`config.mk`:
```
export PLATFORM = sky130hd
export DESIGN_NAME = icache_loader_flat
export DESIGN_NICKNAME = d
export VERILOG_FILES = /design/src/rtl/icache_loader_if.sv /design/src/rtl/icache_loader.sv /design/src/flat_wrapper.sv
export SDC_FILE = /design/constraint.sdc
export NUM_CORES = 1
export LEC_CHECK = 0
export ABC_CLOCK_PERIOD_IN_PS = 3300
export CORE_MARGIN = 2
export CORE_UTILIZATION = 40
export DETAILED_ROUTE_END_ITERATION = 12
export GPL_ROUTABILITY_DRIVEN = 0
export PLACE_DENSITY = 0.69
export SETUP_SLACK_MARGIN = 0.2
export SYNTH_ARGS = -nofsm -noshare
export SYNTH_HDL_FRONTEND = slang
export SYNTH_SLANG_ARGS = --single-unit
```
`constraint.sdc`:
```
create_clock -name clock_i -period 3.3 [get_ports clock_i]
set_input_delay 0.495 -clock clock_i [delete_from_list [all_inputs] [get_ports clock_i]]
set_output_delay 0.495 -clock clock_i [all_outputs]
set_load 0.02 [all_outputs]
```
`src/rtl/icache_loader_if.sv`:
```
// ---------------------------------------------------------------------------
// icache_loader_if
// Purpose : groups the load-stream handshake and the i-cache write bus of the
//           i-cache loader into one bundle.
// Signals : byte_i              - incoming load-stream byte
//           byteValid_i         - byte_i is valid this cycle
//           byteReady_o         - loader accepts byte_i this cycle
//           icacheWriteEnable_o - i-cache write strobe
//           writeAddress_o      - i-cache write address
//           instruction_o       - bundle to write
//           loading_o           - frame in progress (core held off)
//           done_o              - one-cycle pulse at frame completion
//           error_o             - one-cycle pulse on a discarded sync byte
// Modports: slave  - the loader (consumes bytes, drives the cache bus)
//           master - the stream source / cache side
// ---------------------------------------------------------------------------
interface icache_loader_if #(
   parameter int INSTR_WIDTH = 60,
   parameter int ADDR_WIDTH  = 16
);
   logic [7:0]             byte_i;
   logic                   byteValid_i;
   logic                   byteReady_o;
   logic                   icacheWriteEnable_o;
   logic [ADDR_WIDTH-1:0]  writeAddress_o;
   logic [INSTR_WIDTH-1:0] instruction_o;
   logic                   loading_o;
   logic                   done_o;
   logic                   error_o;

   modport slave (
      input  byte_i,
      input  byteValid_i,
      output byteReady_o,
      output icacheWriteEnable_o,
      output writeAddress_o,
      output instruction_o,
      output loading_o,
      output done_o,
      output error_o
   );

   modport master (
      output byte_i,
      output byteValid_i,
      input  byteReady_o,
      input  icacheWriteEnable_o,
      input  writeAddress_o,
      input  instruction_o,
      input  loading_o,
      input  done_o,
      input  error_o
   );
endinterface : icache_loader_if

```
`src/rtl/icache_loader.sv`:
```
// ---------------------------------------------------------------------------
// icache_loader
// Purpose : receives a framed byte stream and writes instruction bundles into
//           the i-cache. Frame: 0xA5, ADDR_HI, ADDR_LO, CNT_HI, CNT_LO, then
//           CNT bundles of BPW bytes each, MSB first. Each bundle keeps the
//           low INSTR_WIDTH bits of its BPW*8 assembled bits.
// Ports   : clock_i - sole clock, rising edge
//           reset_i - synchronous, active-low reset
//           bus     - icache_loader_if.slave (stream handshake + cache bus)
// ---------------------------------------------------------------------------
module icache_loader #(
   parameter int INSTR_WIDTH = 60,
   parameter int ADDR_WIDTH  = 16
) (
   input  logic            clock_i,
   input  logic            reset_i,
   icache_loader_if.slave  bus
);

   localparam int         BPW  = (INSTR_WIDTH + 7) / 8;
   localparam int         SW   = BPW * 8;
   localparam int         BCW  = (BPW > 1) ? $clog2(BPW) : 1;
   localparam logic [7:0] SYNC = 8'hA5;
   localparam logic [BCW-1:0] LAST_BYTE = BCW'(BPW - 1);

   typedef enum logic [2:0] {
      S_IDLE,
      S_ADDR_HI,
      S_ADDR_LO,
      S_CNT_HI,
      S_CNT_LO,
      S_DATA,
      S_WRITE,
      S_DONE
   } state_t;

   state_t                 r_state;
   state_t                 w_next;

   logic [7:0]             r_addr_hi;
   logic [ADDR_WIDTH-1:0]  r_addr;
   logic [7:0]             r_cnt_hi;
   logic [15:0]            r_count;
   logic [BCW-1:0]         r_byte_cnt;
   logic [SW-1:0]          r_shift;
   logic [ADDR_WIDTH-1:0]  r_wr_addr;
   logic [INSTR_WIDTH-1:0] r_instr;
   logic                   r_error;

   logic                   w_ready_st;
   logic                   w_accept;
   logic                   w_last_byte;
   logic                   w_count_zero;
   logic [SW-1:0]          w_shift_next;

   // Ready depends on state alone, so there is no path from byteValid_i.
   assign w_ready_st   = (r_state != S_WRITE) && (r_state != S_DONE);
   assign w_accept     = bus.byteValid_i && w_ready_st;
   assign w_last_byte  = (r_byte_cnt == LAST_BYTE);
   assign w_count_zero = ({r_cnt_hi, bus.byte_i} == 16'd0);
   assign w_shift_next = (r_shift << 8) | SW'(bus.byte_i);

   // -------------------------------------------------------------------------
   // State register
   // -------------------------------------------------------------------------
   // NOTE: sequential state uses non-blocking assignments so every register
   // samples pre-edge values, independent of block ordering.
   always_ff @(posedge clock_i) begin
      if (!reset_i) begin
         r_state <= S_IDLE;
      end else begin
         r_state <= w_next;
      end
   end

   // -------------------------------------------------------------------------
   // Next-state logic
   // -------------------------------------------------------------------------
   // NOTE: the default assignment first keeps this block free of inferred
   // latches on paths that do not change state.
   always_comb begin
      w_next = r_state;
      case (r_state)
         S_IDLE:    if (w_accept && (bus.byte_i == SYNC)) w_next = S_ADDR_HI;
         S_ADDR_HI: if (w_accept) w_next = S_ADDR_LO;
         S_ADDR_LO: if (w_accept) w_next = S_CNT_HI;
         S_CNT_HI:  if (w_accept) w_next = S_CNT_LO;
         S_CNT_LO:  if (w_accept) w_next = w_count_zero ? S_DONE : S_DATA;
         S_DATA:    if (w_accept && w_last_byte) w_next = S_WRITE;
         S_WRITE:   w_next = (r_count == 16'd1) ? S_DONE : S_DATA;
         S_DONE:    w_next = S_IDLE;
         default:   w_next = S_IDLE;
      endcase
   end

   // -------------------------------------------------------------------------
   // Datapath: header latches, bundle assembly, write-bus registers
   // -------------------------------------------------------------------------
   // NOTE: every datapath register is reset, since the write bus must read
   // zero after reset and an aborted frame must leave nothing half-loaded.
   always_ff @(posedge clock_i) begin
      if (!reset_i) begin
         r_addr_hi  <= '0;
         r_addr     <= '0;
         r_cnt_hi   <= '0;
         r_count    <= '0;
         r_byte_cnt <= '0;
         r_shift    <= '0;
         r_wr_addr  <= '0;
         r_instr    <= '0;
         r_error    <= 1'b0;
      end else begin
         r_error <= 1'b0;
         case (r_state)
            S_IDLE: begin
               if (w_accept && (bus.byte_i != SYNC)) r_error <= 1'b1;
            end
            S_ADDR_HI: begin
               if (w_accept) r_addr_hi <= bus.byte_i;
            end
            S_ADDR_LO: begin
               if (w_accept) r_addr <= ADDR_WIDTH'({r_addr_hi, bus.byte_i});
            end
            S_CNT_HI: begin
               if (w_accept) r_cnt_hi <= bus.byte_i;
            end
            S_CNT_LO: begin
               if (w_accept) begin
                  r_count    <= {r_cnt_hi, bus.byte_i};
                  r_byte_cnt <= '0;
               end
            end
            S_DATA: begin
               if (w_accept) begin
                  r_shift <= w_shift_next;
                  if (w_last_byte) begin
                     // Load the write bus on the edge entering WRITE so it
                     // shows this bundle during the strobe and holds after.
                     r_byte_cnt <= '0;
                     r_wr_addr  <= r_addr;
                     r_instr    <= w_shift_next[INSTR_WIDTH-1:0];
                  end else begin
                     r_byte_cnt <= r_byte_cnt + BCW'(1);
                  end
               end
            end
            S_WRITE: begin
               // Address wraps naturally at 2^ADDR_WIDTH.
               r_addr  <= r_addr + ADDR_WIDTH'(1);
               r_count <= r_count - 16'd1;
            end
            default: ;
         endcase
      end
   end

   // -------------------------------------------------------------------------
   // Outputs
   // -------------------------------------------------------------------------
   // Ready is also gated by reset so the source cannot see a ready loader
   // while reset is held.
   assign bus.byteReady_o         = reset_i && w_ready_st;
   assign bus.icacheWriteEnable_o = (r_state == S_WRITE);
   assign bus.writeAddress_o      = r_wr_addr;
   assign bus.instruction_o       = r_instr;
   assign bus.loading_o           = (r_state != S_IDLE);
   assign bus.done_o              = (r_state == S_DONE);
   assign bus.error_o             = r_error;

endmodule : icache_loader
```
`src/flat_wrapper.sv`:
```
// flat-port wrapper written by rule: the top's interface ports become plain ports
module icache_loader_flat 
#(
   parameter int INSTR_WIDTH = 60,
   parameter int ADDR_WIDTH  = 16
)
  (clock_i, reset_i, bus_byte_i, bus_byteValid_i, bus_byteReady_o, bus_icacheWriteEnable_o, bus_writeAddress_o, bus_instruction_o, bus_loading_o, bus_done_o, bus_error_o);
  icache_loader_if #(.INSTR_WIDTH(INSTR_WIDTH), .ADDR_WIDTH(ADDR_WIDTH)) bus_i ();
  input  logic clock_i;
  input  logic reset_i;
  input wire logic [$bits(bus_i.byte_i)-1:0] bus_byte_i;
  input wire logic [$bits(bus_i.byteValid_i)-1:0] bus_byteValid_i;
  output wire logic [$bits(bus_i.byteReady_o)-1:0] bus_byteReady_o;
  output wire logic [$bits(bus_i.icacheWriteEnable_o)-1:0] bus_icacheWriteEnable_o;
  output wire logic [$bits(bus_i.writeAddress_o)-1:0] bus_writeAddress_o;
  output wire logic [$bits(bus_i.instruction_o)-1:0] bus_instruction_o;
  output wire logic [$bits(bus_i.loading_o)-1:0] bus_loading_o;
  output wire logic [$bits(bus_i.done_o)-1:0] bus_done_o;
  output wire logic [$bits(bus_i.error_o)-1:0] bus_error_o;
  assign bus_i.byte_i = bus_byte_i;
  assign bus_i.byteValid_i = bus_byteValid_i;
  assign bus_byteReady_o = bus_i.byteReady_o;
  assign bus_icacheWriteEnable_o = bus_i.icacheWriteEnable_o;
  assign bus_writeAddress_o = bus_i.writeAddress_o;
  assign bus_instruction_o = bus_i.instruction_o;
  assign bus_loading_o = bus_i.loading_o;
  assign bus_done_o = bus_i.done_o;
  assign bus_error_o = bus_i.error_o;
  icache_loader #(.INSTR_WIDTH(INSTR_WIDTH), .ADDR_WIDTH(ADDR_WIDTH)) u_core (.clock_i(clock_i), .reset_i(reset_i), .bus(bus_i));
endmodule
```
; After elaboration in Yosys (flattened, before gate mapping)
; Cells that the tools add are included.
; W data, S select, Z words.
[word_totals]
regBits = 183
output_inout_bits = 81
wordCells = 73
[op_classes]
add_sub_neg = 3
n_eq_ne = 20
n_mux = 18
n_bitwise = 1
n_reduce_logical = 21
[ops]
columns = operator, n
row1 = $pmux W16 S2, 2
row2 = $or A60 B8 Y60, 1
row3 = $mux W16, 2
row4 = $mux W3, 9
row5 = $pmux W3 S8, 1
row6 = $add A16 B1 Y16 const B, 1
row7 = $eq A16 B1 Y1 const B, 1
row8 = $logic_not A16 Y1, 1
row9 = $sub A16 B1 Y16 const B, 1
row10 = $eq A3 B3 Y1 const B, 5
row11 = $ne A2 B1 Y1 const B, 7
row12 = $reduce_and A2 Y1, 6
row13 = $eq A8 B8 Y1 const B, 1
row14 = $ne A8 B8 Y1 const B, 1
row15 = $eq A3 B2 Y1 const B, 2
row16 = $logic_and A1 B1 Y1, 6
row17 = $ne A3 B3 Y1 const B, 2
row18 = $pmux W3 S2, 1
row19 = $reduce_and A3 Y1, 2
row20 = $reduce_and A6 Y1, 1
row21 = $reduce_bool A2 Y1, 3
row22 = $mux W2, 2
row23 = $add A3 B1 Y3 const B, 1
row24 = $eq A3 B1 Y1 const B, 1
row25 = 3 further kinds, 3

; Depth between registers and ports, before layout
; Gate-level depths: netlist of run 1.
[logic_depth]
depth_word = 6
depth_mapped = 8
mapped_depth_nobuf = 6

; Least setup slack after synthesis of run 1
; No wires, ideal clock.
[synth_path]
kind = input to register
startpoint = in bus_byte_i[7]
endpoint = reg u_core.r_state[1]
setup_ns = 0.060
arrival_time_ns = 1.757
path_slack_ns = 1.483
stages = 5
path_buffers = 1
cell_sequence = buf_2 -> or4_1 -> or3_1 -> o22ai_1 -> o221a_1
[synth_between]
elab_chain_cells = 4
[synth_lines]
columns = item, line
row1 = from (decl), flat_wrapper.sv:11  ; input wire logic [$bits(bus_i.byte_i)-1:0] bus_byte_i;
row2 = $logic_not A16 Y1 or $eq A8 B8 Y1 (tied branches), "icache_loader.sv:60, icache_loader.sv:84"
row3 = $mux W2 or $logic_and A1 B1 Y1 (tied branches), "icache_loader.sv:88, icache_loader.sv:84"
row4 = $mux W3 or $ne A2 B1 Y1 (tied branches), --
row5 = $pmux W3 S8 or $reduce_and A6 Y1 (tied branches), --
row6 = to (signal assigned), icache_loader.sv:72  ; r_state <= w_next;
row7 = to (decl), icache_loader.sv:37  ; state_t r_state;
; Parallel ways exist; a longest one is shown, timed or not. The select of a mux whose other input is x is not followed.
; A chain may end at the register's enable or synchronous reset.

; Worst setup path after layout of run 1
[layout_path]
startpoint = reg u_core.r_state[2]
endpoint = out bus_icacheWriteEnable_o
[layout_between]
elab_chain_cells = 1
[layout_lines]
columns = item, line
row1 = $eq A3 B3 Y1, icache_loader.sv:163  ; assign bus.icacheWriteEnable_o = (r_state == S_WRITE);
row2 = to (decl), flat_wrapper.sv:14  ; output wire logic [$bits(bus_i.icacheWriteEnable_o)-1:0] bus_icacheWriteEnable_o;
; No other way between the ends.

==> results by group, run 1 <==
Detailed routing
  • Via count: 6466
  • Initial detailed-routing violation count: 564
  • Routed WL per cell: 14.8 microns
  • Drt drc: 0
  • Routed wire length: 18.3 mm
  • 1st-pass router iterations: 5
  • ANT nets after route: 0
  • Vias per cell: 5.25

Setup path
  • R2R Setup Slk: 1.09 ns
  • R2R depth: 5
  • CP Launch Type: flop
  • Crit end category: output pin
  • Reg2reg end: u_core.r_addr[9]
  • Worst R2R Start: u_core.r_state[2]
  • Crit path max fanout: 25
  • CP startpoint: u_core.r_state[2]
  • Worst path arrival time: 2.23 ns
  • Worst endpoint required time: 2.80 ns
  • Setup CP Type: reg2out

Global route
  • Vias in the first global route: 5749
  • Initial antenna violation count: 0
  • First-pass GRT wire length: 29.5 mm
  • Total congestion overflow: 0
  • Largest net degree at the start of global routing: 175
  • Tot GR Track Use: 0.187

Yosys
  • Register area share after synthesis: 0.503
  • Synth Flop Type: dfxtp_1
  • Synth area leader: dfxtp_1
  • Post-synth EDFFs: 0
  • Share of synthesized flip-flops with an asynchronous set or reset: 0
  • Syn Nets: 948
  • Post-Syn Area: 7280 sq um
  • Mapped Avg Cell Area: 7.82 sq um
  • Top cells by area, synth: dfxtp_1 (50%), nand2_1 (17%), a21oi_1 (12%), clkbuf_1 (2.2%), buf_2 (1.5%)
  • Synth warn: 0
  • Instance count of the mapped netlist: 932
  • Share of the synthesized area in the top cell type: 0.503
  • Count leader, synth: nand2_1
  • Synth cell types: 54
  • Register bit total from synthesis: 183
  • Most frequent cells after synthesis: nand2_1 (322), dfxtp_1 (183), a21oi_1 (169), clkbuf_1 (42), nor2_1 (25)

Floorplanning
  • Row count: 49
  • Die Ht: 139 microns
  • Effective utilization at floorplan: 0.407
  • Floorplan Core Area: 17900 sq um
  • Die width: 139 microns
  • I/O pin total: 92
  • Area of the die: 19300 sq um

Place
  • # port buffers: 91
  • DPL Wire Length: 11.8 mm
  • Dpl cell area: 8350 sq um

Power and ir drop
  • Power density over cell area: 484 nW/um^2
  • Total power: 4.32 mW
  • Peak VDD IR: 0.000354 V
  • LEAKAGE: 2.88 nW

Timing
  • Tmin final: 2.73 ns
  • Slew @ Worst Pin: 0.805 ns
  • Max-slew violation count: 0
  • Final setup violation count: 0
  • FMAX: 367 MHz
  • Setup TNS: 0 ns
  • Fin crit share: 0.826
  • Fin. Hold Viols: 0
  • RSZ-0062 raised after global routing: false
  • Clock Skew: 0.00731 ns
  • Max_slew headroom: 0.463

Clock network
  • CTS root buf: clkbuf_16
  • CTS tree: built
  • Total CTS buffers: 17
  • Htree depth: 4
  • Post-CTS Resized: 0
  • Clock transition at the registers of the reported paths: 0.07 ns
  • Clock Path Buffers: 2
  • Postcts setup bufs: 0
  • Clock sink count: 183
  • Cts hold-fix bufs: 0
  • Worst-Skew Late Latency: 0.43 ns

Hold path
  • Worst Hold End: u_core.bus.writeAddress_o[12]
  • Worst Min Path Start: u_core.bus.writeAddress_o[12]
  • Worst Hold Class: reg2reg
  • Hold path depth: 2

Job
  • Total of max-cap violations: 0

Final layout
  • Final net count: 1005
  • Area grow syn2layout: 22.7%
  • Post-route cell area: 8940 sq um
  • Layout cell share with drive strength beyond 1: 0.0649
  • # diodes: 0

Status
  • Outcome: finished, final reports clean
-- layer usage --
metal	vias to the layer above	track usage	routed length [microns]
met1	3012	0.259	8900
met3	18	0.0435	780
met4	0	0.0542	212
met2	144	0.294	8370
met5	-	0	0
li1	3292	-	-
-- logic make-up (layout without fill, tap and decap cells) --
logic type                 after synthesis  count (layout)  synth area share
AOI/OAI and AO/OA                      233             233             0.181
and+or+nand+nor                        428             428             0.254
adders and majority gates                5               5           0.00859
DFF                                    183             183             0.503
buffers and inverters                   79             149            0.0471
muxes                                    4               4           0.00601
-- worst max-delay path, cell delays in order, from the launching register on --
cell,delay [ns]
dfxtp_1,0.84
nand3b_1,0.20
inv_1,0.13
clkdlybuf4s50_1,0.62
-- placed cells by master (no fill, tap or decap), types with 4 or more instances in the layout --
| cell type | instances |
|---|---|
| nand2_1 | 321 |
| dfxtp_1 | 183 |
| a21oi_1 | 169 |
| clkdlybuf4s50_1 | 91 |
| nor2_1 | 25 |
| clkbuf_16 | 17 |
| buf_4 | 16 |
| nand3_1 | 13 |
| nand4_1 | 11 |
| a31oi_1 | 11 |
| o21ai_0 | 10 |
| inv_1 | 7 |
| nor2b_1 | 7 |
| and3_1 | 7 |
| or3_1 | 6 |
| nor3_1 | 6 |
| o211ai_1 | 6 |
| nor4_1 | 5 |
| ha_1 | 5 |
| o21a_1 | 4 |
| a32oi_1 | 4 |
| a211oi_1 | 4 |
| a311oi_1 | 4 |
| inv_6 | 4 |
-- flip-flops by register name, indices dropped and copies added (netlist names) --
name / flops
u_core.bus.instruction_o: 60
u_core.r_shift: 52
u_core.bus.writeAddress_o: 16
u_core.r_addr: 16
u_core.r_count: 16
u_core.r_addr_hi: 8
u_core.r_cnt_hi: 8
u_core.r_byte_cnt: 3
u_core.r_state: 3
u_core.bus.error_o: 1
-- worst max-delay path by stage --
stage,end,slack [ns]
finish,bus_icacheWriteEnable_o,0.57
global route,bus_icacheWriteEnable_o,0.44
CTS,bus_icacheWriteEnable_o,0.55
detailed placement,bus_byteReady_o,0.77
global placement,bus_byteReady_o,0.76
floorplan,u_core.r_state[1],1.48
-- stage by stage --
stage	setup WS (ns)	hold WS, ns	std cells	util
after floorplan	1.48	0.432	932	-
after detailed placement	0.767	0.446	1199	0.467
after global placement	0.761	0.441	1199	0.467
after CTS	0.553	0.455	1231	0.499
after global routing	0.440	0.470	1231	0.499
final	0.573	0.451	1231	0.499
-- where the power goes --
group	total (mW)	internal, mW	switching, mW
Clock	2.02	1.15	0.878
Sequential	2.21	2.21	0.000374
Combinational	0.0926	0.0259	0.0667
Total	4.32	3.38	0.945
-- area by class of cell --
type / count / area [sq um]
tap: 229 / 287
sequential: 183 / 3660
timing repair buffer: 109 / 1070
clock buffer: 19 / 443
fill: 1781 / 8960
clock inverter: 13 / 144
multi-input combinational: 670 / 3300
inverter: 8 / 32.5
No activity file was read; power rests on OpenSTA's default activity.
==> inputs of run 2 (changes only) <==
ABC_CLOCK_PERIOD_IN_PS = 2800   (was 3300)
clock period = 2.8 ns   (was 3.3 ns; I/O delays follow)
==> run 2 against run 1 <==
Flip-flop and latch count stayed put. Combinational power is 22% higher. Sequential share of layout area is 0.69 points lower. Critical endpoint is now bus_loading_o. Largest cell class unchanged. Highest routed layer unchanged.
==> results by group, run 2 (synthesis gave the netlist of run 1 again) <==
Status
  • Outcome: finished, final reports clean

Final layout
  • Fill cells: 1784 (+0.17%)
  • Multi-input logic area: 3300 sq um (unchanged)
  • Area grow syn2layout: 24.8%
  • Final net count: 1014 (+0.90%)
  • Post-route cell area: 9090 sq um (+1.7%)
  • Layout cell share with drive strength beyond 1: 0.0703 (+0.00543)
  • Most common cell after layout, fill and taps aside: nand2_1
  • Highest-count cells in the layout ignoring fill and taps: nand2_1 (321), dfxtp_1 (183), a21oi_1 (169), clkdlybuf4s50_1 (91), nor2_1 (25)
  • Max reg flops: 60 (unchanged)
  • # diodes: 0 (unchanged)
  • Area occupied by registers: 3660 sq um (unchanged)

Setup path
  • Worst Path Buf+Inv: 2 (unchanged)
  • R2R Setup Slk: 0.83 ns (-0.26 ns)
  • Worst path cell trace: buf_4, or3_1, clkdlybuf4s50_1
  • Worst endpoint required time: 2.38 ns (-0.42 ns)
  • Crit path max fanout: 14 (-44%)
  • CP max stage cell: clkdlybuf4s50_1
  • CP Launch Type: flop
  • Reg2reg end: u_core.r_addr[13]
  • Crit end category: output pin
  • R2R depth: 5 (unchanged)
  • Worst R2R Start: u_core.r_state[2]
  • Setup CP Type: reg2out
  • Top Family by Delay on Critical Path: buffers and inverters
  • Worst path arrival time: 2.05 ns (-0.18 ns)
  • Crit-path max cell delay: 0.61 ns (-0.23 ns)

Floorplanning
  • Area of the die: 19300 sq um (unchanged)
  • Effective utilization at floorplan: 0.407 (unchanged)
  • I/O pin total: 92 (unchanged)
  • Die width: 139 microns (unchanged)
  • Die Ht: 139 microns (unchanged)
  • Row count: 49 (unchanged)
  • Floorplan Core Area: 17900 sq um (unchanged)

Clock network
  • Cts hold-fix bufs: 0 (unchanged)
  • Clock Path Buffers: 2 (unchanged)
  • Total CTS buffers: 17 (unchanged)
  • Clock transition at the registers of the reported paths: 0.06 ns (about the same)
  • CTS tree: built
  • Postcts setup bufs: 0 (unchanged)
  • Worst-Skew Late Latency: 0.43 ns (about the same)
  • CTS root buf: clkbuf_16
  • Clock sink count: 183 (unchanged)
  • Htree depth: 4 (unchanged)
  • Post-CTS Resized: 0 (unchanged)

Global route
  • First-pass GRT wire length: 29.8 mm (+0.86%)
  • Tot GR Track Use: 0.188 (+0.00131)
  • Largest net degree at the start of global routing: 175 (unchanged)
  • Total congestion overflow: 0 (unchanged)
  • Initial antenna violation count: 0 (unchanged)
  • Vias in the first global route: 5802 (+0.92%)

Timing
  • Fin. Hold Viols: 0 (unchanged)
  • Slew @ Worst Pin: 0.804 ns (-0.00111 ns)
  • Tmin final: 2.47 ns
  • Max-slew violation count: 0 (unchanged)
  • Final setup violation count: 0 (unchanged)
  • RSZ-0062 raised after global routing: false
  • Setup TNS: 0 ns (unchanged)
  • Clock Skew: 0.00814 ns (+0.000823 ns)
  • Fin crit share: 0.882
  • FMAX: 405 MHz
  • Max_slew headroom: 0.460 (-0.00265)
  • Setup ws final: 0.331 ns (-0.242 ns)

Hold path
  • Worst Hold Class: reg2reg
  • Hold path depth: 2 (unchanged)
  • Worst Min Path Start: u_core.r_shift[45]
  • Worst Hold End: u_core.bus.instruction_o[53]

Detailed routing
  • Initial detailed-routing violation count: 580 (+2.8%)
  • Routed WL per cell: 14.9 microns (+0.68%)
  • Routed wire length: 18.5 mm (+1.3%)
  • Via count: 6548 (+1.3%)
  • 1st-pass router iterations: 5 (unchanged)
  • Vias per cell: 5.28 (+0.61%)
  • ANT nets after route: 0 (unchanged)
  • Drt drc: 0 (unchanged)

Place
  • DPL Wire Length: 11.8 mm (+0.31%)
  • Dpl cell area: 8500 sq um (+1.7%)
  • # port buffers: 91 (unchanged)
  • Pre-CTS setup slack: 0.427 ns (-0.340 ns)

Power and ir drop
  • Power density over cell area: 568 nW/um^2 (+17%)
  • Peak VDD IR: 0.000448 V (+27%)
  • LEAKAGE: 2.97 nW (+2.9%)

Job
  • Total of max-cap violations: 0 (unchanged)
run 2: cell types whose count changed in the layout (fill, tap and decap cells not counted), moves of 2 or more:
cell and change:
inv_6 -3, clkinvlp_4 -3, buf_4 +3, clkinv_4 +3, clkbuf_1 +2, buf_12 +6
run 2: through the flow:
stage               hold slack [ns]  utilization  instances  power (mW)
finish                        0.451        0.508       1239        5.17
global route                  0.467        0.508       1239        5.33
CTS                           0.452        0.508       1239        5.20
detailed placement            0.444        0.475       1208        2.77
global placement              0.441        0.475       1208        2.78
floorplan                     0.432            -        932        2.72
run 2: final cells by class:
| cell class | instances | area share |
|---|---|---|
| clock buffers | 21 | 0.0495 |
| clock inverters | 10 | 0.0161 |
| inverters | 8 | 0.00358 |
| multi-input cells | 670 | 0.363 |
| flip-flops and latches | 183 | 0.403 |
| well taps | 229 | 0.0315 |
| repair buffers | 118 | 0.133 |
run 2: worst max-delay path by stage:
stage	depth (start not counted)	start	endpoint
2_1_floorplan	5	bus_byte_i[7]	u_core.r_state[1]
3_5_place_dp	4	reset_i	bus_byteReady_o
3_3_place_gp	4	reset_i	bus_byteReady_o
6_report	3	u_core.r_state[1]	bus_loading_o
4_1_cts	3	u_core.r_state[0]	bus_loading_o
5_1_grt	3	u_core.r_state[1]	bus_done_o
run 2: per-layer routing:
layer	vias to the layer above	global-route usage	part of all wire
met2	179	0.281	0.45
met1	3043	0.273	0.49
met4	0	0.0601	0.015
li1	3302	-	-
met3	24	0.0411	0.051
met5	-	0	0
run 2: tightest hold or removal path, delay by kind of cell (launching register included):
family | cells | cell delay [ns]
DFF | 1 | 0.31
and+or+nand+nor | 1 | 0.05
AOI/OAI and AO/OA | 1 | 0.05
run 2: report_power, final:
group,switching [mW],internal [mW]
combinational,0.0796,0.0333
clock,1.02,1.43
sequential,0.000385,2.60
